==> config.mk <==
export PLATFORM = sky130hd
export DESIGN_NAME = spi_slave_if
export DESIGN_NICKNAME = d
export VERILOG_FILES = /design/src/rtl/spi_slave_if.sv
export SDC_FILE = /design/constraint.sdc
export NUM_CORES = 1
export LEC_CHECK = 0
export CAP_MARGIN = 10
export CORE_ASPECT_RATIO = 1.25
export CORE_MARGIN = 2
export CORE_UTILIZATION = 59
export DETAILED_ROUTE_END_ITERATION = 12
export HOLD_SLACK_MARGIN = 0.1
export MAX_ROUTING_LAYER = met4
export PLACE_DENSITY = 0.91
export RECOVER_POWER = 50
export SYNTH_ARGS = -nofsm -noshare
export SYNTH_HDL_FRONTEND = slang
export SYNTH_SLANG_ARGS = --single-unit
==> constraint.sdc <==
create_clock -name i_clk -period 2.88 [get_ports i_clk]
set_clock_uncertainty 0.05 [all_clocks]
set_input_delay 0.864 -clock i_clk [delete_from_list [all_inputs] [get_ports i_clk]]
set_output_delay 0.864 -clock i_clk [all_outputs]
set_load 0.02 [all_outputs]
==> src/rtl/spi_slave_if.sv <==
// SPI Mode 0 slave front-end for the debug register bank.
// Oversamples the SPI pins on clk and handles fixed R/W + address + data frames.
module spi_slave_if #(
   parameter int unsigned NB_ADDR = 7,
   parameter int unsigned NB_DATA = 8,
   parameter int unsigned NB_SYNC = 2
) (
   input  logic               i_clk,
   input  logic               i_rst,
   input  logic               i_sclk,
   input  logic               i_cs_n,
   input  logic               i_mosi,
   output logic               o_miso,
   output logic               o_miso_oe,
   output logic [NB_ADDR-1:0] o_spi_addr,
   output logic [NB_DATA-1:0] o_spi_wdata,
   output logic               o_spi_wr_en,
   input  logic [NB_DATA-1:0] i_spi_rdata,
   output logic               o_frame_err
);

   localparam int unsigned NB_CMD   = 1 + NB_ADDR;
   localparam int unsigned NB_FRAME = NB_CMD + NB_DATA;
   localparam int unsigned NB_CNT   = $clog2(NB_FRAME + 1);
   localparam logic [NB_CNT-1:0] CMD_LAST   = NB_CNT'(NB_CMD - 1);
   localparam logic [NB_CNT-1:0] FRAME_LAST = NB_CNT'(NB_FRAME - 1);

   typedef enum logic [1:0] {S_IDLE, S_CMD, S_DATA, S_DONE} state_t;

   logic [NB_SYNC-1:0]  r_sclk_sync;
   logic [NB_SYNC-1:0]  r_cs_sync;
   logic [NB_SYNC-1:0]  r_mosi_sync;
   logic                r_sclk_d;
   logic                r_cs_d;
   logic [NB_SYNC:0]    r_flush;
   logic                r_armed;
   state_t              r_state;
   logic [NB_CNT-1:0]   r_bit_cnt;
   logic [NB_FRAME-1:0] r_rx;
   logic [NB_DATA-1:0]  r_tx;
   logic                r_load;

   logic                w_sclk;
   logic                w_cs;
   logic                w_mosi;
   logic                w_sclk_rise;
   logic                w_sclk_fall;
   logic                w_cs_fall;
   logic                w_cs_rise;
   logic [NB_FRAME-1:0] w_rx_next;

   assign w_sclk      = r_sclk_sync[NB_SYNC-1];
   assign w_cs        = r_cs_sync[NB_SYNC-1];
   assign w_mosi      = r_mosi_sync[NB_SYNC-1];
   assign w_sclk_rise = w_sclk & ~r_sclk_d;
   assign w_sclk_fall = ~w_sclk & r_sclk_d;
   assign w_cs_fall   = ~w_cs & r_cs_d;
   assign w_cs_rise   = w_cs & ~r_cs_d;
   assign w_rx_next   = {r_rx[NB_FRAME-2:0], w_mosi};

   always_ff @(posedge i_clk) begin
      if (i_rst) begin
         r_sclk_sync <= '0;
         r_cs_sync   <= '1;
         r_mosi_sync <= '0;
         r_sclk_d    <= 1'b0;
         r_cs_d      <= 1'b1;
         r_flush     <= '0;
         r_armed     <= 1'b0;
      end else begin
         r_sclk_sync <= {r_sclk_sync[NB_SYNC-2:0], i_sclk};
         r_cs_sync   <= {r_cs_sync[NB_SYNC-2:0], i_cs_n};
         r_mosi_sync <= {r_mosi_sync[NB_SYNC-2:0], i_mosi};
         r_sclk_d    <= w_sclk;
         r_cs_d      <= w_cs;
         r_flush     <= {r_flush[NB_SYNC-1:0], 1'b1};
         // Arm only once a genuinely sampled cs_n high has reached the detector,
         // so a select held low across reset never looks like a fresh cs_fall.
         if (r_flush[NB_SYNC] && w_cs)
            r_armed <= 1'b1;
      end
   end

   always_ff @(posedge i_clk) begin
      if (i_rst) begin
         r_state     <= S_IDLE;
         r_bit_cnt   <= '0;
         r_rx        <= '0;
         r_tx        <= '0;
         r_load      <= 1'b0;
         o_miso      <= 1'b0;
         o_miso_oe   <= 1'b0;
         o_spi_addr  <= '0;
         o_spi_wdata <= '0;
         o_spi_wr_en <= 1'b0;
         o_frame_err <= 1'b0;
      end else begin
         o_spi_wr_en <= 1'b0;
         o_frame_err <= 1'b0;
         case (r_state)
            S_IDLE: begin
               o_miso    <= 1'b0;
               o_miso_oe <= 1'b0;
               if (w_cs_fall && r_armed) begin
                  r_bit_cnt <= '0;
                  r_rx      <= '0;
                  o_miso_oe <= 1'b1;
                  r_state   <= S_CMD;
               end
            end
            S_CMD: begin
               o_miso <= 1'b0;
               if (w_cs_rise) begin
                  o_frame_err <= 1'b1;
                  o_miso_oe   <= 1'b0;
                  r_state     <= S_IDLE;
               end else if (w_sclk_rise) begin
                  r_rx      <= w_rx_next;
                  r_bit_cnt <= r_bit_cnt + 1'b1;
                  if (r_bit_cnt == CMD_LAST) begin
                     o_spi_addr <= w_rx_next[NB_ADDR-1:0];
                     r_load     <= 1'b1;
                     r_state    <= S_DATA;
                  end
               end
            end
            S_DATA: begin
               // Bank decodes spi_addr combinationally; capture its data one clk later.
               if (r_load) begin
                  r_tx   <= i_spi_rdata;
                  r_load <= 1'b0;
               end
               if (w_cs_rise) begin
                  o_frame_err <= 1'b1;
                  o_miso      <= 1'b0;
                  o_miso_oe   <= 1'b0;
                  r_load      <= 1'b0;
                  r_state     <= S_IDLE;
               end else if (w_sclk_rise) begin
                  r_rx      <= w_rx_next;
                  r_bit_cnt <= r_bit_cnt + 1'b1;
                  if (r_bit_cnt == FRAME_LAST) begin
                     if (!w_rx_next[NB_FRAME-1]) begin
                        o_spi_wdata <= w_rx_next[NB_DATA-1:0];
                        o_spi_wr_en <= 1'b1;
                     end
                     o_miso  <= 1'b0;
                     r_state <= S_DONE;
                  end
               end else if (w_sclk_fall && !r_load) begin
                  o_miso <= r_tx[NB_DATA-1];
                  r_tx   <= {r_tx[NB_DATA-2:0], 1'b0};
               end
            end
            S_DONE: begin
               o_miso <= 1'b0;
               if (w_cs_rise) begin
                  o_miso_oe <= 1'b0;
                  r_state   <= S_IDLE;
               end
            end
            default: r_state <= S_IDLE;
         endcase
      end
   end

endmodule

* Word-level counts from Yosys, hierarchy flattened
Index checks and enable logic that the tools add are counted.
** Cells by class
- Eq/ne operators :: 19
- Reductions and logical operators :: 18
- Bitwise gates (word level) :: 14
- Add/sub/neg operators :: 1
- Multiplexer cells :: 36
** Operators with widths (count)
- $mux 15 :: 3
- $mux 8 :: 4
- $pmux 15 s2 :: 1
- $mux 2 :: 8
- $mux 5 :: 3
- $mux 1 :: 12
- $ne 2x2->1 const B :: 6
- $ne 3x3->1 const B :: 4
- $reduce_and 4->1 :: 3
- $not 1->1 :: 10
- $pmux 5 s2 :: 1
- $ne 4x4->1 const B :: 2
- $pmux 2 s4 :: 1
- $pmux 1 s2 :: 3
- $reduce_and 6->1 :: 1
- $reduce_or 3->1 :: 2
- $add 5x1->5 const B :: 1
- $eq 5x3->1 const B :: 1
- $eq 5x4->1 const B :: 1
- $reduce_and 5->1 :: 1
- $reduce_or 5->1 :: 1
- $and 1x1->1 :: 4
- $eq 2x2->1 const B :: 2
- $ne 2x1->1 const B :: 2
- 7 further kinds :: 11
** Storage, ports and cells
- Register bits :: 62
- Output and inout bits :: 19
- Input bits :: 13
- Word-level logic and storage cells :: 107

* Logic depth before layout (Yosys ltp)
- Word-level depth :: 7
- Gate-level depth with buffers :: 8
- Gate-level depth less buffers :: 7

* Worst setup path before layout
No wires, ideal clock.
- Path type :: register to register
- Start point :: register r_state[0]
- End point :: register r_bit_cnt[1]
- Data required time :: 2760 ps
- Cell stages (with the launch flop) :: 8
- Arrival time :: 1815 ps
- Library setup time :: 70 ps
- Slack :: 945 ps
- Cells stage by stage :: dfxtp_1 > inv_1 > ha_1 > buf_2 > a221oi_4 > buf_2 > o211ai_1 > a21oi_1
** On the way
- Cells in the longest elaborated chain, start to end :: 4
- Elaborated cells between the ends (all ways) :: 10
- Classes of those cells :: 5 x eq/ne; 1 x mux; 4 x reduce/logical
** RTL lines
- start, declared :: RTL line 37 : state_t r_state;
- start signal, assigned :: RTL line 86 : r_state <= S_IDLE;
- start signal, assigned :: RTL line 108 : r_state <= S_CMD;
- start signal, assigned :: RTL line 116 : r_state <= S_IDLE;
- $eq 2x2->1 / $eq 2x1->1 (equally long branches) :: RTL line 100 : case (r_state)
- $reduce_or 2->1 (no line)
- $ne 2x2->1 (no line) (tied with other cells)
- $reduce_and 4->1 (no line)
- end signal, assigned :: RTL line 119 : r_bit_cnt <= r_bit_cnt + 1'b1;
- end signal, assigned :: RTL line 141 : r_bit_cnt <= r_bit_cnt + 1'b1;
- end, declared :: RTL line 38 : logic [NB_CNT-1:0] r_bit_cnt;
Several ways; a longest one is shown, not always the timed one.
A chain may end at the register's enable or synchronous reset.

* Final worst setup path
- Start point :: register r_bit_cnt[0]
- End point :: register o_spi_wdata[7]
** On the way
- Cells in the longest elaborated chain, start to end :: 2
** RTL lines
- $eq 5x4->1 :: RTL line 142 : if (r_bit_cnt == FRAME_LAST) begin
- $reduce_and 5->1 (no line)
- end signal, assigned :: RTL line 144 : o_spi_wdata <= w_rx_next[NB_DATA-1:0];
- end, declared :: RTL line 16 : output logic [NB_DATA-1:0] o_spi_wdata,
No other way between the ends.

==> results by stage <==
Detailed routing:
- The post-detailed-route DRC marker count is 0.
- The routed wire length is slightly above 6 mm.
- The DRC violation total after the first TritonRoute iteration is roughly 150.
- The total number of vias is 2260.
- The wire length per cell after detailed routing is 16.3 um.
- The detailed-routing iteration count for the pre-antenna-repair pass is 4.
- The remaining number of nets flagged by the antenna check after routing is 0.
- In the routed layout, each cell is associated on average with a via count of slightly above 6.

Yosys:
- The count of flip-flops with a built-in enable after synthesis is 0.
- For this run, asynchronously set or reset flops after synthesis account for 0.
- The net count after synthesis is between 300 and 400.
- The share of synthesized area occupied by flip-flops and latches is 0.462.
- The distinct cell type count of the synthesized netlist is between 40 and 50.
- The synthesis warning total is 0.
- Counting flops and latches in the post-synthesis netlist gives slightly above 60.
- The combined area of all synthesized cells is between 2000 and 3000 um^2.
- The synthesized instance count is about 280.
- Among all flip-flop cells after synthesis, the most frequent one is dfxtp_1.
- The average size of a mapped cell is 9.46 um^2.

STA:
- The maximum clock frequency is around 430 MHz.
- The final critical delay including setup and external delays is between 2 and 2.5 ns.
- The number of hold-slack violations in the final timing report is 0.
- The total count of max-transition violations in the final report is 0.
- The post-route fraction of the period consumed by the critical path is 0.816.
- In this run the tightest slew margin relative to its limit is 0.390.
- Setup repair after global routing left no endpoint under its margin.
- The actual transition at the worst max-transition pin is just over 0.9 ns.
- Setup violations remaining at the end of the flow were counted as 0.
- The post-route setup TNS is 0 ns.

Clock network:
- The root buffer selected by CTS is clkbuf_8.
- The number of clock buffers inserted by TritonCTS is 9.
- The longest clock path from root to sink contains 2 buffers.
- The TritonCTS clock tree is done.
- The H-tree depth is 3.
- Once the clock tree was built, the setup fixing pass inserted 0 buffers.
- The number of buffers inserted by hold repair at cts is 0.
- In this run, post-CTS repair resized a total of 0 instances.
- The clock sink count is 62.
- The insertion delay of the later-clocked pin in the worst-skew pair is approximately 0.34 ns.
- The clock transition at the registers of the reported paths is about 0.070 ns.

Final layout:
- The filler cells instantiated in the layout total around 360.
- The ratio of cells with drive above 1 in the final layout is 0.0794.
- In the final design database the tool counted between 300 and 400 nets.
- The finished cells cover 3160 um^2.
- The total inserted antenna cells is 0.
- Compared with the post-synthesis result, the final layout area differs by 17.7%.

Placement:
- Port buffering added 31 buffers.
- The instance area after placement is approximately 3000 um^2.
- The placer congestion estimate is around 0.84.
- Detailed placement finished with a half-perimeter wire length of about 4 mm.

Floorplan:
- The initial core utilization is 0.612.
- The width of the die is ~64 um.
- The placement row count is 27.
- The vertical die dimension is roughly 80 um.
- The floorplan step defined a die boundary enclosing slightly above 5000 um^2.
- The region available for standard cell placement spans about 4400 um^2.
- Pin placement for this block handled 32 I/O pins.

Min path:
- The worst min-delay path category is reg -> reg.
- Counting instances, the worst hold path has a depth of 1.

Pwr:
- Across the VDD grid, the largest voltage drop is about 400 uV.
- In this run the power density over the cells is approximately 550 nW/um^2.
- The analysis attributes to cell leakage a power of 1.11 nW.

Global routing:
- The first-pass GRT wire length is roughly 10 mm.
- The via count of the first global-routing pass is ~2100.
- For this run the aggregate overflow at the end of global routing stands at 0.
- Across every metal layer, demand over resource in global routing totals 0.262.
- The maximum number of pins on one net before global-route repair is 33.
- The number of antenna violations at the first check in global routing is 0.

Job:
- The max capacitance violation total is 0.

Critical path:
- The worst setup path is captured at a register.
- The arrival time of data at the critical path endpoint is 2.51 ns.
- The type of origin of the critical path is a register.
- The depth of the worst register-to-register path is 8.
- The data required time at the worst endpoint is around 3.0 ns.
- The critical setup path kind is reg -> reg.
- Along the worst path, the maximum fanout reaches 9.

Run status:
- The run finished with clean final reports.
[cells in the mapped netlist, drive strengths merged (4+ instances only)]
| cell type | number | share of area |
|---|---|---|
| a21oi | 29 | 0.054 |
| nand2 | 15 | 0.021 |
| nand2b | 6 | 0.017 |
| a22oi | 6 | 0.017 |
| inv | 8 | 0.011 |
| ha | 8 | 0.037 |
| mux2i | 19 | 0.071 |
| nor2b | 8 | 0.019 |
| dfxtp | 62 | 0.46 |
| o211ai | 16 | 0.045 |
| a311oi | 4 | 0.013 |
| nor3 | 4 | 0.012 |
| clkbuf | 10 | 0.014 |
| buf | 9 | 0.019 |
| nand3 | 19 | 0.035 |
| nor2 | 20 | 0.028 |
[per-layer routing]
| metal | GRT usage | routed length [um] | vias to the layer above |
|---|---|---|---|
| met5 | - | 0 | - |
| met4 | 0.128 | 162 | 0 |
| met3 | 0.0733 | 303 | 22 |
| met2 | 0.431 | 3100 | 76 |
| met1 | 0.292 | 2520 | 1080 |
| li1 | - | - | 1082 |
[path summary, 6_finish.rpt]
check                                                from                           to  slack, ns
worst min-delay path              r_cs_sync[0]$_SDFF_PP1_      r_cs_sync[1]$_SDFF_PP1_       0.36
worst max-delay path            r_bit_cnt[0]$_SDFFE_PP0P_  o_spi_wdata[7]$_SDFFE_PP0P_       0.53
worst max register to register  r_bit_cnt[0]$_SDFFE_PP0P_  o_spi_wdata[7]$_SDFFE_PP0P_       0.53
worst min register to register    r_cs_sync[0]$_SDFF_PP1_      r_cs_sync[1]$_SDFF_PP1_       0.36
[cells in the final DEF (no fill, tap or decap), types with 2 or more instances in the layout]
master / synthesis / final
o211ai_1: 16 / 16
o21ai_0: 3 / 3
nor3_1: 3 / 4
o41ai_1: 2 / 2
clkinv_2: 0 / 2
a211oi_1: 2 / 2
clkbuf_1: 10 / 5
a22oi_1: 6 / 6
or2_2: 3 / 3
clkbuf_8: 0 / 9
nand2_1: 15 / 15
clkdlybuf4s50_1: 0 / 30
and2_1: 3 / 2
nand2b_1: 5 / 5
ha_1: 8 / 8
a31oi_1: 3 / 3
buf_4: 0 / 2
nand3b_1: 2 / 2
a21oi_1: 29 / 29
nand3_1: 19 / 19
nor2b_1: 8 / 8
nor2_1: 20 / 20
dfxtp_1: 62 / 62
and4bb_2: 2 / 2
inv_1: 8 / 8
a311oi_1: 4 / 4
nand4_1: 2 / 3
mux2i_1: 19 / 19
a211o_1: 2 / 2
[registers in the layout, summed over array words and instances (netlist names), 2 cells and up]
name	flops
r_state	2
r_sclk_sync	2
r_flush	3
o_spi_wdata	8
r_cs_sync	2
r_bit_cnt	5
r_rx	15
o_spi_addr	7
r_tx	8
r_mosi_sync	2
[kinds of logic after synthesis]
| group | share of synthesized area |
|---|---|
| AOI/OAI and AO/OA | 0.185 |
| adders and majority gates | 0.0373 |
| buffers and inverters | 0.0438 |
| DFF | 0.462 |
| muxes | 0.0750 |
| and+or+nand+nor | 0.197 |
[layout make-up]
cell class	count	area, um^2	share of cell area
clock buffers	11	131	0.0416
multi-input cells	195	1310	0.414
flip-flops and latches	62	1240	0.393
clock inverters	4	48.8	0.0154
inverters	8	30.0	0.00950
repair buffers	35	327	0.103
well taps	58	72.6	0.0230
[report_power, final]
| group | internal, mW | leakage, nW | switching [mW] |
|---|---|---|---|
| combinational | 0.0546 | 0.514 | 0.0910 |
| clock | 0.393 | 0.0931 | 0.328 |
| sequential | 0.868 | 0.502 | 0.0104 |
[through the flow]
| step | power [mW] | hold slack (ns) | setup slack [ns] | utilization | cells |
|---|---|---|---|---|---|
| floorplan | 0.994 | 0.339 | 0.945 | - | 284 |
| global placement | 1.03 | 0.344 | 0.671 | 0.686 | 358 |
| detailed placement | 1.04 | 0.351 | 0.586 | 0.686 | 358 |
| CTS | 1.75 | 0.366 | 0.572 | 0.727 | 373 |
| global route | 1.80 | 0.371 | 0.356 | 0.720 | 373 |
| finish | 1.75 | 0.363 | 0.529 | 0.720 | 373 |
[critical path: stages (launching register included)]
cell and delay [ns]:
dfxtp_1 0.38, ha_1 0.24, and3_1 0.19, ha_1 0.21, nand2_1 0.07, nor4_1 0.22, clkbuf_1 0.54, mux2i_1 0.26
nor2_1 0.05
Power figures use the tool's default switching activity.
